## config.mk

```make
export PLATFORM = sky130hd
export DESIGN_NAME = prescaler_monitor
export DESIGN_NICKNAME = d
export VERILOG_FILES = /design/src/rtl/prescaler_monitor.sv
export SDC_FILE = /design/constraint.sdc
export NUM_CORES = 1
export LEC_CHECK = 0
export BUFFER_PORTS_ARGS = -buffer_cell sky130_fd_sc_hd__clkbuf_2
export CAP_MARGIN = 15
export CORE_ASPECT_RATIO = 0.75
export CORE_MARGIN = 4
export CORE_UTILIZATION = 25
export CTS_BUF_LIST = sky130_fd_sc_hd__clkbuf_16
export CTS_CLUSTER_SIZE = 12
export DETAILED_ROUTE_END_ITERATION = 10
export PLACE_DENSITY = 0.38
export SYNTH_ARGS = -nofsm -noshare
export SYNTH_HDL_FRONTEND = slang
export SYNTH_SLANG_ARGS = --single-unit
```

## constraint.sdc

```tcl
create_clock -name clk_in -period 3.06 [get_ports clk_in]
set_clock_uncertainty 0.05 [all_clocks]
set_input_delay 0.153 -clock clk_in [delete_from_list [all_inputs] [get_ports clk_in]]
set_output_delay 0.153 -clock clk_in [all_outputs]
set_load 0.005 [all_outputs]
```

## src/rtl/prescaler_monitor.sv

```systemverilog
// Health checker for an N-bit prescaler output: measures period and high time of
// sig_in in clk_in cycles, tracks lock against 2^N / 2^(N-1), flags errors and loss of signal.
module prescaler_monitor #(
    parameter int N        = 2,
    parameter int W        = 16,
    parameter int LOCK_CNT = 4
) (
    input  logic         clk_in,
    input  logic         rstn,
    input  logic         sig_in,
    output logic [W-1:0] period,
    output logic [W-1:0] high_time,
    output logic         period_valid,
    output logic         locked,
    output logic         err,
    output logic [7:0]   err_count,
    output logic         timeout,
    output logic [1:0]   state_dbg
);

    typedef enum logic [1:0] {
        SEEK    = 2'd0,
        ACQUIRE = 2'd1,
        LOCKED  = 2'd2
    } state_t;

    localparam logic [W-1:0] EXP_PERIOD  = W'(2 ** N);
    localparam logic [W-1:0] EXP_HIGH    = W'(2 ** (N - 1));
    localparam logic [W-1:0] TIMEOUT_CNT = W'(2 ** (N + 2));
    localparam logic [3:0]   LOCK_LAST   = 4'(LOCK_CNT - 1);

    state_t       state;
    logic         sig_q;
    logic [W-1:0] cnt;
    logic [W-1:0] hcnt;
    logic [W-1:0] hcap;
    logic [3:0]   goodcnt;
    logic         rise;
    logic         fall;
    logic         good;

    assign rise      = sig_in & ~sig_q;
    assign fall      = ~sig_in & sig_q;
    // A saturated cnt is all-ones and can never equal 2^N, so overflow is never good.
    assign good      = (cnt == EXP_PERIOD) && (hcap == EXP_HIGH);
    assign state_dbg = state;

    always_ff @(posedge clk_in or negedge rstn) begin
        if (!rstn) begin
            sig_q <= 1'b0;
            cnt   <= '0;
            hcnt  <= '0;
            hcap  <= '0;
        end else begin
            sig_q <= sig_in;
            if (rise) begin
                cnt <= W'(1);
            end else if (cnt != '1) begin
                cnt <= cnt + 1'b1;
            end
            if (rise) begin
                hcnt <= W'(1);
            end else if (sig_in && hcnt != '1) begin
                hcnt <= hcnt + 1'b1;
            end
            if (fall) begin
                hcap <= hcnt;
            end
        end
    end

    always_ff @(posedge clk_in or negedge rstn) begin
        if (!rstn) begin
            state        <= SEEK;
            goodcnt      <= '0;
            period       <= '0;
            high_time    <= '0;
            period_valid <= 1'b0;
            locked       <= 1'b0;
            err          <= 1'b0;
            err_count    <= '0;
            timeout      <= 1'b0;
        end else begin
            period_valid <= 1'b0;
            err          <= 1'b0;
            case (state)
                SEEK: begin
                    if (rise) begin
                        state   <= ACQUIRE;
                        timeout <= 1'b0;
                    end
                end
                ACQUIRE, LOCKED: begin
                    // A rise wins over a timeout landing on the same cycle.
                    if (rise) begin
                        period       <= cnt;
                        high_time    <= hcap;
                        period_valid <= 1'b1;
                        if (good) begin
                            if (state == ACQUIRE) begin
                                goodcnt <= goodcnt + 1'b1;
                                if (goodcnt == LOCK_LAST) begin
                                    state  <= LOCKED;
                                    locked <= 1'b1;
                                end
                            end
                        end else begin
                            err     <= 1'b1;
                            goodcnt <= '0;
                            locked  <= 1'b0;
                            state   <= ACQUIRE;
                            if (err_count != 8'hFF) begin
                                err_count <= err_count + 1'b1;
                            end
                        end
                    end else if (cnt == TIMEOUT_CNT) begin
                        timeout <= 1'b1;
                        err     <= 1'b1;
                        goodcnt <= '0;
                        locked  <= 1'b0;
                        state   <= SEEK;
                        if (err_count != 8'hFF) begin
                            err_count <= err_count + 1'b1;
                        end
                    end
                end
                default: state <= SEEK;
            endcase
        end
    end

endmodule

```

==> results by group, run 1 <==
Power and ir drop
  • Sequential power share: 46.6%
  • Switching Power: 1.01 mW
  • Switching Fraction: 29.2%
  • P_int: 2.46 mW
  • Clk pwr share: 34.6%
  • Pleak: 2.53 nW
  • Worst VDD drop: 0.214 mV
  • Pwr dens: 645 nW/um^2
  • Share of total power in combinational logic: 18.7%

Die
  • Core region area: 17700 sq um
  • Initial Util: 25.5%
  • Io pins: 49
  • Die footprint: 20200 sq um
  • Die Wd: 163 microns
  • FP Rows: 42
  • Die Y: 124 microns

Route
  • Via/cell ratio: 4.44
  • Initial DRC Count: 182
  • WL/cell: 15.1 microns
  • DRT antenna net count: 0
  • DRC: 0
  • Routed WL: 10.4 mm
  • DRT Pass-1 Iters: 4
  • Vias: 3058

Timing
  • Setup TNS: 0 ns
  • Slew Limit Fails: 0
  • Actual slew at the worst max-slew pin: 0.632 ns
  • Period utilisation layout: 77.3%
  • Slew headroom: 57.9%
  • Setup ws final: 0.695 ns
  • RSZ-0062 raised after global routing: no
  • Final hold violations: 0
  • Final setup fails: 0
  • Final min period: 2.37 ns
  • Fmax: 0.423 GHz

Yosys
  • Synthesized netlist cell count: 386
  • Synth Net Count: 398
  • YS warnings: 0
  • Synth unique cells: 44
  • Area leader, netlist: dfrtp_1
  • Sequential element share of the synthesized area: 55.1%
  • Synth top area share: 55.1%
  • Number of synthesized register bits: 99
  • Most used DFF post-synth: dfrtp_1
  • Post-synthesis compound-gate area fraction: 6.04%
  • Count leader, synth: dfrtp_1
  • Post-synthesis xor/xnor area fraction: 5.06%
  • Post-synthesis simple-gate area fraction: 16.6%
  • Synth Area per Inst: 11.7 sq um
  • Synth top area cells: dfrtp_1 (55%), mux2_2 (12%), xor2_1 (3.3%), nor2_1 (3.2%), ha_1 (2.5%)
  • Post-Syn Area: 4500 sq um
  • Post-synthesis async set-or-reset flop share: 100%
  • Adder-Cell Fraction of Synth Area: 2.50%
  • Synth cell count leaders: dfrtp_1 (99), mux2_2 (48), nor2_1 (38)
  • Main combinational cell family by area after synthesis: simple AND/OR/NAND/NOR gates
  • Mux cell area share after synthesis: 12.7%
  • Number of enable flip-flop cells after synthesis: 0

Layout
  • Finished Cell Area: 5390 sq um
  • Final-layout fill cell count: 1845
  • Nets@finish: 453
  • Area grow syn2layout: 19.8%
  • N_diodes: 0
  • Layout cells sized above 1: 28.9%

Clock tree
  • Worst-Skew Late Latency: 0.35 ns
  • CTS tree: built
  • CTS Buf Count: 9
  • CTS max path bufs: 2
  • H-tree depth: 3
  • Root Driver: clkbuf_16
  • Sink Count: 99
  • Reg clk slew, reported paths: 0.07 ns

Run status
  • Outcome: complete, no violations

Critical path
  • Reg2Reg Launch Point: cnt[0]
  • End of the critical path: err_count[6]
  • CP max stage delay: 0.41 ns
  • Required time of the critical path: 3.24 ns
  • Critical path launch point type: flop
  • Worst setup path class: reg -> reg
  • Cell with the largest stage delay on the worst path: dfrtp_1
  • Critical R2R Capture: err_count[6]
  • CP startpoint: cnt[0]
  • Setup crit end kind: flop
  • CP Cell Sequence: inv_1, ha_1, nor4b_2, nand4_2, nor3_4, a22oi_4, nor3_1, mux2_1
  • Crit-path max FO: 8
  • WP data arrival: 2.54 ns
  • Reg2Reg Setup Slack: 0.69 ns
  • FF-to-FF path depth: 8

Global route
  • Initial antenna violation count: 0
  • GRT Util Overall: 10.7%
  • First-pass GRT wire length: 16.8 mm
  • Number of global-route vias before repair: 3025
  • Overflow after GRT: 0
  • Largest net degree at the start of global routing: 54

Place
  • Placed instance area: 5060 sq um
  • Post-Place Worst Slack: 0.719 ns
  • DP Wirelength: 7.23 mm
  • Input/output buffers: 48
  • Final Wtd Congestion: 0.763

Job
  • MaxCap Viol Count: 0

Min path
  • HP Class: in -> async
==> sequential cells by signal, summed over array words and instances, names as in the netlist <==
| name | count |
|---|---|
| state_dbg | 2 |
| sig_q | 1 |
| timeout | 1 |
| err | 1 |
| high_time | 16 |
| err_count | 8 |
| cnt | 16 |
| hcnt | 16 |
| period | 16 |
| goodcnt | 4 |
| hcap | 16 |
| locked | 1 |
| period_valid | 1 |
==> per-stage QoR <==
step | instances | utilization [%] | hold slack, ns | total power, mW
after global routing | 688 | 30.5 | 0.403 | 3.69
after floorplan | 386 | - | -0.193 | 2.01
after detailed placement | 670 | 28.6 | 0.174 | 2.31
after CTS | 688 | 30.5 | 0.366 | 3.54
after global placement | 670 | 28.6 | 0.169 | 2.30
final | 688 | 30.5 | 0.332 | 3.48
==> power groups by stage <==
stage | clock network [mW] | registers (mW) | logic [mW]
floorplan | 0 | 1.60 | 0.404
global placement | 0 | 1.65 | 0.656
detailed placement | 0 | 1.65 | 0.658
CTS | 1.25 | 1.62 | 0.664
global route | 1.31 | 1.65 | 0.730
finish | 1.20 | 1.62 | 0.651
==> worst max-delay path, delay by kind of cell (launching register included) <==
| kind | cells | cell delay, ns |
|---|---|---|
| fa+ha+maj | 1 | 0.16 |
| compound gates | 1 | 0.16 |
| mux | 1 | 0.34 |
| flops | 1 | 0.41 |
| simple gates | 4 | 0.99 |
| buf+inv | 1 | 0.12 |
==> cells by family (layout without fill, tap and decap cells) <==
kind of cell,Yosys count,count (layout)
AOI/OAI and AO/OA,43,43
xor gates and xnor gates,26,26
adders and majority gates,9,9
buffers and inverters,22,82
DFF,99,99
muxes,51,51
and+or+nand+nor,136,136
==> worst min-delay path by stage <==
stage / startpoint / slack, ns / to / cells past startpoint
floorplan: rstn / -0.19 / cnt[0] / 0
global placement: rstn / 0.17 / high_time[14] / 1
detailed placement: rstn / 0.17 / high_time[14] / 1
CTS: rstn / 0.37 / cnt[6] / 2
global route: rstn / 0.40 / high_time[14] / 2
finish: rstn / 0.33 / high_time[14] / 2
==> placed cells by master (no fill, tap or decap), types with 2 or more instances in the layout <==
cell type and instances:
a21oi_1 13, a31oi_1 3, and3_1 7, and4_1 4, buf_4 7, bufinv_16 2
clkbuf_16 9, clkbuf_2 47, dfrtp_1 99, dlygate4sd3_1 2, ha_1 9, inv_1 11
mux2_1 2, mux2_2 48, nand2_1 23, nand2b_1 5, nand3_1 12, nand4_1 14
nor2_1 38, nor3_1 9, nor3b_1 2, nor4_1 2, nor4b_1 2, nor4b_2 2
o2111ai_1 2, o21ai_0 17, o31ai_1 2, or2_2 2, or3_1 5, xnor2_1 9
xor2_1 17
==> metal layers <==
metal	GRT usage, %	vias up	routed length, microns
met4	3.61	0	127
met5	0	-	0
li1	-	1477	-
met1	16.6	1527	5610
met3	2.88	8	373
met2	14.2	46	4270
==> timing repair <==
action / 4_1_cts / 5_1_grt
hold buffers: 2 / 0
hold endpoints to repair: 47 / 0
setup buffers: 0 / 0
resized for setup: 0 / 0
==> layout make-up <==
| type | count | area [sq um] | area share (%) |
|---|---|---|---|
| clock inverters | 7 | 85.1 | 1.58 |
| clock buffers | 9 | 225 | 4.18 |
| multi-input cells | 265 | 1940 | 35.9 |
| repair buffers | 57 | 328 | 6.08 |
| inverters | 9 | 33.8 | 0.627 |
| flip-flops and latches | 99 | 2480 | 46.0 |
| well taps | 242 | 303 | 5.62 |
(Power assumes the default switching activity.)
==> inputs of run 2 (changes only) <==
clock period = 2.2 ns   (was 3.06 ns; I/O delays follow)
==> run 2 against run 1 <==
Compared with the run above: non-clock buffer count is 31 higher; fmax is 11% higher; sequential cell count stayed put; cell count is 4.4% higher.
==> results by group, run 2 (synthesized netlist as in run 1, its figures left out) <==
Run status
  • Outcome: complete, no violations (unchanged)

Clock tree
  • H-tree depth: 3 (unchanged)
  • CTS Buf Count: 9 (unchanged)
  • CTS max path bufs: 2 (unchanged)
  • Reg clk slew, reported paths: 0.07 ns (about the same)
  • Worst-Skew Late Latency: 0.35 ns (about the same)
  • CTS tree: built (unchanged)
  • Root Driver: clkbuf_16 (unchanged)
  • Sink Count: 99 (unchanged)

Die
  • Core region area: 17700 sq um (unchanged)
  • Initial Util: 25.5% (unchanged)
  • FP Rows: 42 (unchanged)
  • Die Y: 124 microns (unchanged)
  • Die Wd: 163 microns (unchanged)
  • Io pins: 49 (unchanged)
  • Die footprint: 20200 sq um (unchanged)

Route
  • Vias: 3189 (was 3058)
  • DRC: 0 (unchanged)
  • Initial DRC Count: 122 (was 182)
  • WL/cell: 14.9 microns (was 15.1 microns)
  • DRT Pass-1 Iters: 4 (unchanged)
  • Via/cell ratio: 4.44 (about the same)
  • DRT antenna net count: 0 (unchanged)
  • Routed WL: 10.7 mm (was 10.4 mm)

Global route
  • GRT Util Overall: 11.1% (was 10.7%)
  • Number of global-route vias before repair: 3195 (was 3025)
  • First-pass GRT wire length: 17.3 mm (was 16.8 mm)
  • Largest net degree at the start of global routing: 42 (was 54)
  • Initial antenna violation count: 0 (unchanged)
  • Overflow after GRT: 0 (unchanged)

Critical path
  • Worst path top cell family by delay: simple AND/OR/NAND/NOR gates (unchanged)
  • Reg2Reg Setup Slack: 0.07 ns (was 0.69 ns)
  • CP max stage delay: 0.39 ns (was 0.41 ns)
  • Critical R2R Capture: err_count[7] (was err_count[6])
  • Required time of the critical path: 2.39 ns (was 3.24 ns)
  • WP data arrival: 2.32 ns (was 2.54 ns)
  • CP Cell Sequence: inv_2, ha_4, nor4b_4, nand4_2, nor3_4, a22oi_4, nor3_1, mux2_1 (was inv_1, ha_1, nor4b_2, nand4_2, nor3_4, a22oi_4, nor3_1, mux2_1)
  • FF-to-FF path depth: 8 (unchanged)
  • Setup crit end kind: flop (unchanged)
  • Critical path buffers and inverters: 1 (unchanged)
  • Critical path launch point type: flop (unchanged)
  • Crit-path max FO: 5 (was 8)
  • Cell with the largest stage delay on the worst path: dfrtp_1 (unchanged)
  • Reg2Reg Launch Point: cnt[0] (unchanged)
  • Worst setup path class: reg -> reg (unchanged)

Layout
  • Finished Cell Area: 5710 sq um (was 5390 sq um)
  • Area grow syn2layout: 27.0% (was 19.8%)
  • Final-layout fill cell count: 1836 (was 1845)
  • Most frequent cells in the layout: dfrtp_1 (99), mux2_2 (48), clkbuf_2 (47) (unchanged)
  • Commonest non-fill, non-tap cell in the layout: dfrtp_1 (unchanged)
  • Nets@finish: 484 (was 453)
  • N_diodes: 0 (unchanged)
  • Layout cells sized above 1: 35.1% (was 28.9%)

Timing
  • Slew headroom: 59.0% (was 57.9%)
  • Actual slew at the worst max-slew pin: 0.613 ns (was 0.632 ns)
  • Final hold violations: 0 (unchanged)
  • Slew Limit Fails: 0 (unchanged)
  • Final min period: 2.13 ns (was 2.37 ns)
  • RSZ-0062 raised after global routing: yes (was no)
  • Final setup fails: 0 (unchanged)
  • Fmax: 0.469 GHz (was 0.423 GHz)
  • Setup TNS: 0 ns (unchanged)
  • Period utilisation layout: 96.9% (was 77.3%)

Place
  • DP Wirelength: 7.68 mm (was 7.23 mm)
  • Placed instance area: 5280 sq um (was 5060 sq um)
  • Input/output buffers: 48 (unchanged)
  • Final Wtd Congestion: 0.751 (was 0.763)

Power and ir drop
  • Tot Pwr: 5.11 mW (was 3.48 mW)
  • Worst VDD drop: 0.308 mV (was 0.214 mV)
  • Pwr dens: 894 nW/um^2 (was 645 nW/um^2)
  • Pleak: 2.70 nW (was 2.53 nW)

Min path
  • HP Class: in -> async (unchanged)

Job
  • MaxCap Viol Count: 0 (unchanged)
-- run 2: cell count changes in the layout (fill, tap and decap cells not counted), sizes merged --
cell      previous run  this run
clkinv               3         1
clkinvlp             0         1
buf                  8        39
bufinv               2         3
inv                 11        10
-- run 2: stage by stage --
stage	hold slack, ns	cells	worst slack, ns	utilization (%)
4_1_cts	0.281	717	0.0376	32.0
2_1_floorplan	-0.236	386	0.117	-
3_5_place_dp	0.100	700	-0.0369	29.9
5_1_grt	0.319	718	-0.0780	32.4
3_3_place_gp	0.0955	700	0.0873	29.9
6_report	0.269	718	0.0685	32.4
-- run 2: power breakdown --
part           leakage [nW]  internal [mW]  total (mW)  switching [mW]
Clock                 0.163           1.10        1.80           0.697
Sequential             1.34           2.03        2.22           0.192
Combinational          1.19          0.525        1.09           0.565
Total                  2.70           3.66        5.11            1.45
-- run 2: what timing repair did --
action,CTS,global route
hold buffers,2,0
setup endpoints to repair,4,8
buffers inserted,0,1
gates resized for setup,1,12
pin swaps,1,7
hold endpoints to repair,39,0
-- run 2: worst max path at each step --
| stage | start | endpoint | depth (start not counted) |
|---|---|---|---|
| after floorplan | cnt[0] | err_count[7] | 8 |
| after global placement | cnt[0] | err_count[5] | 9 |
| after detailed placement | cnt[0] | err_count[4] | 9 |
| after CTS | cnt[0] | err_count[5] | 9 |
| after global routing | cnt[0] | err_count[7] | 8 |
| final | cnt[0] | err_count[7] | 8 |
-- run 2: final cells by class --
class                   instances  area, sq um  share of cell area (%)
flip-flops and latches         99         2480                    43.4
well taps                     242          303                    5.30
inverters                       9         33.8                   0.591
clock buffers                   9          225                    3.94
clock inverters                 6          106                    1.86
multi-input cells             265         2000                    35.1
repair buffers                 88          564                    9.88
-- run 2: layer usage --
layer	up-vias	part of all wire [%]	global-route usage (%)	wire length, microns
met2	50	42	15.8	4490
met1	1590	53	16.4	5720
met4	0	1.5	3.77	156
li1	1540	-	-	-
met5	-	0	0	0
met3	9	3.3	2.71	351
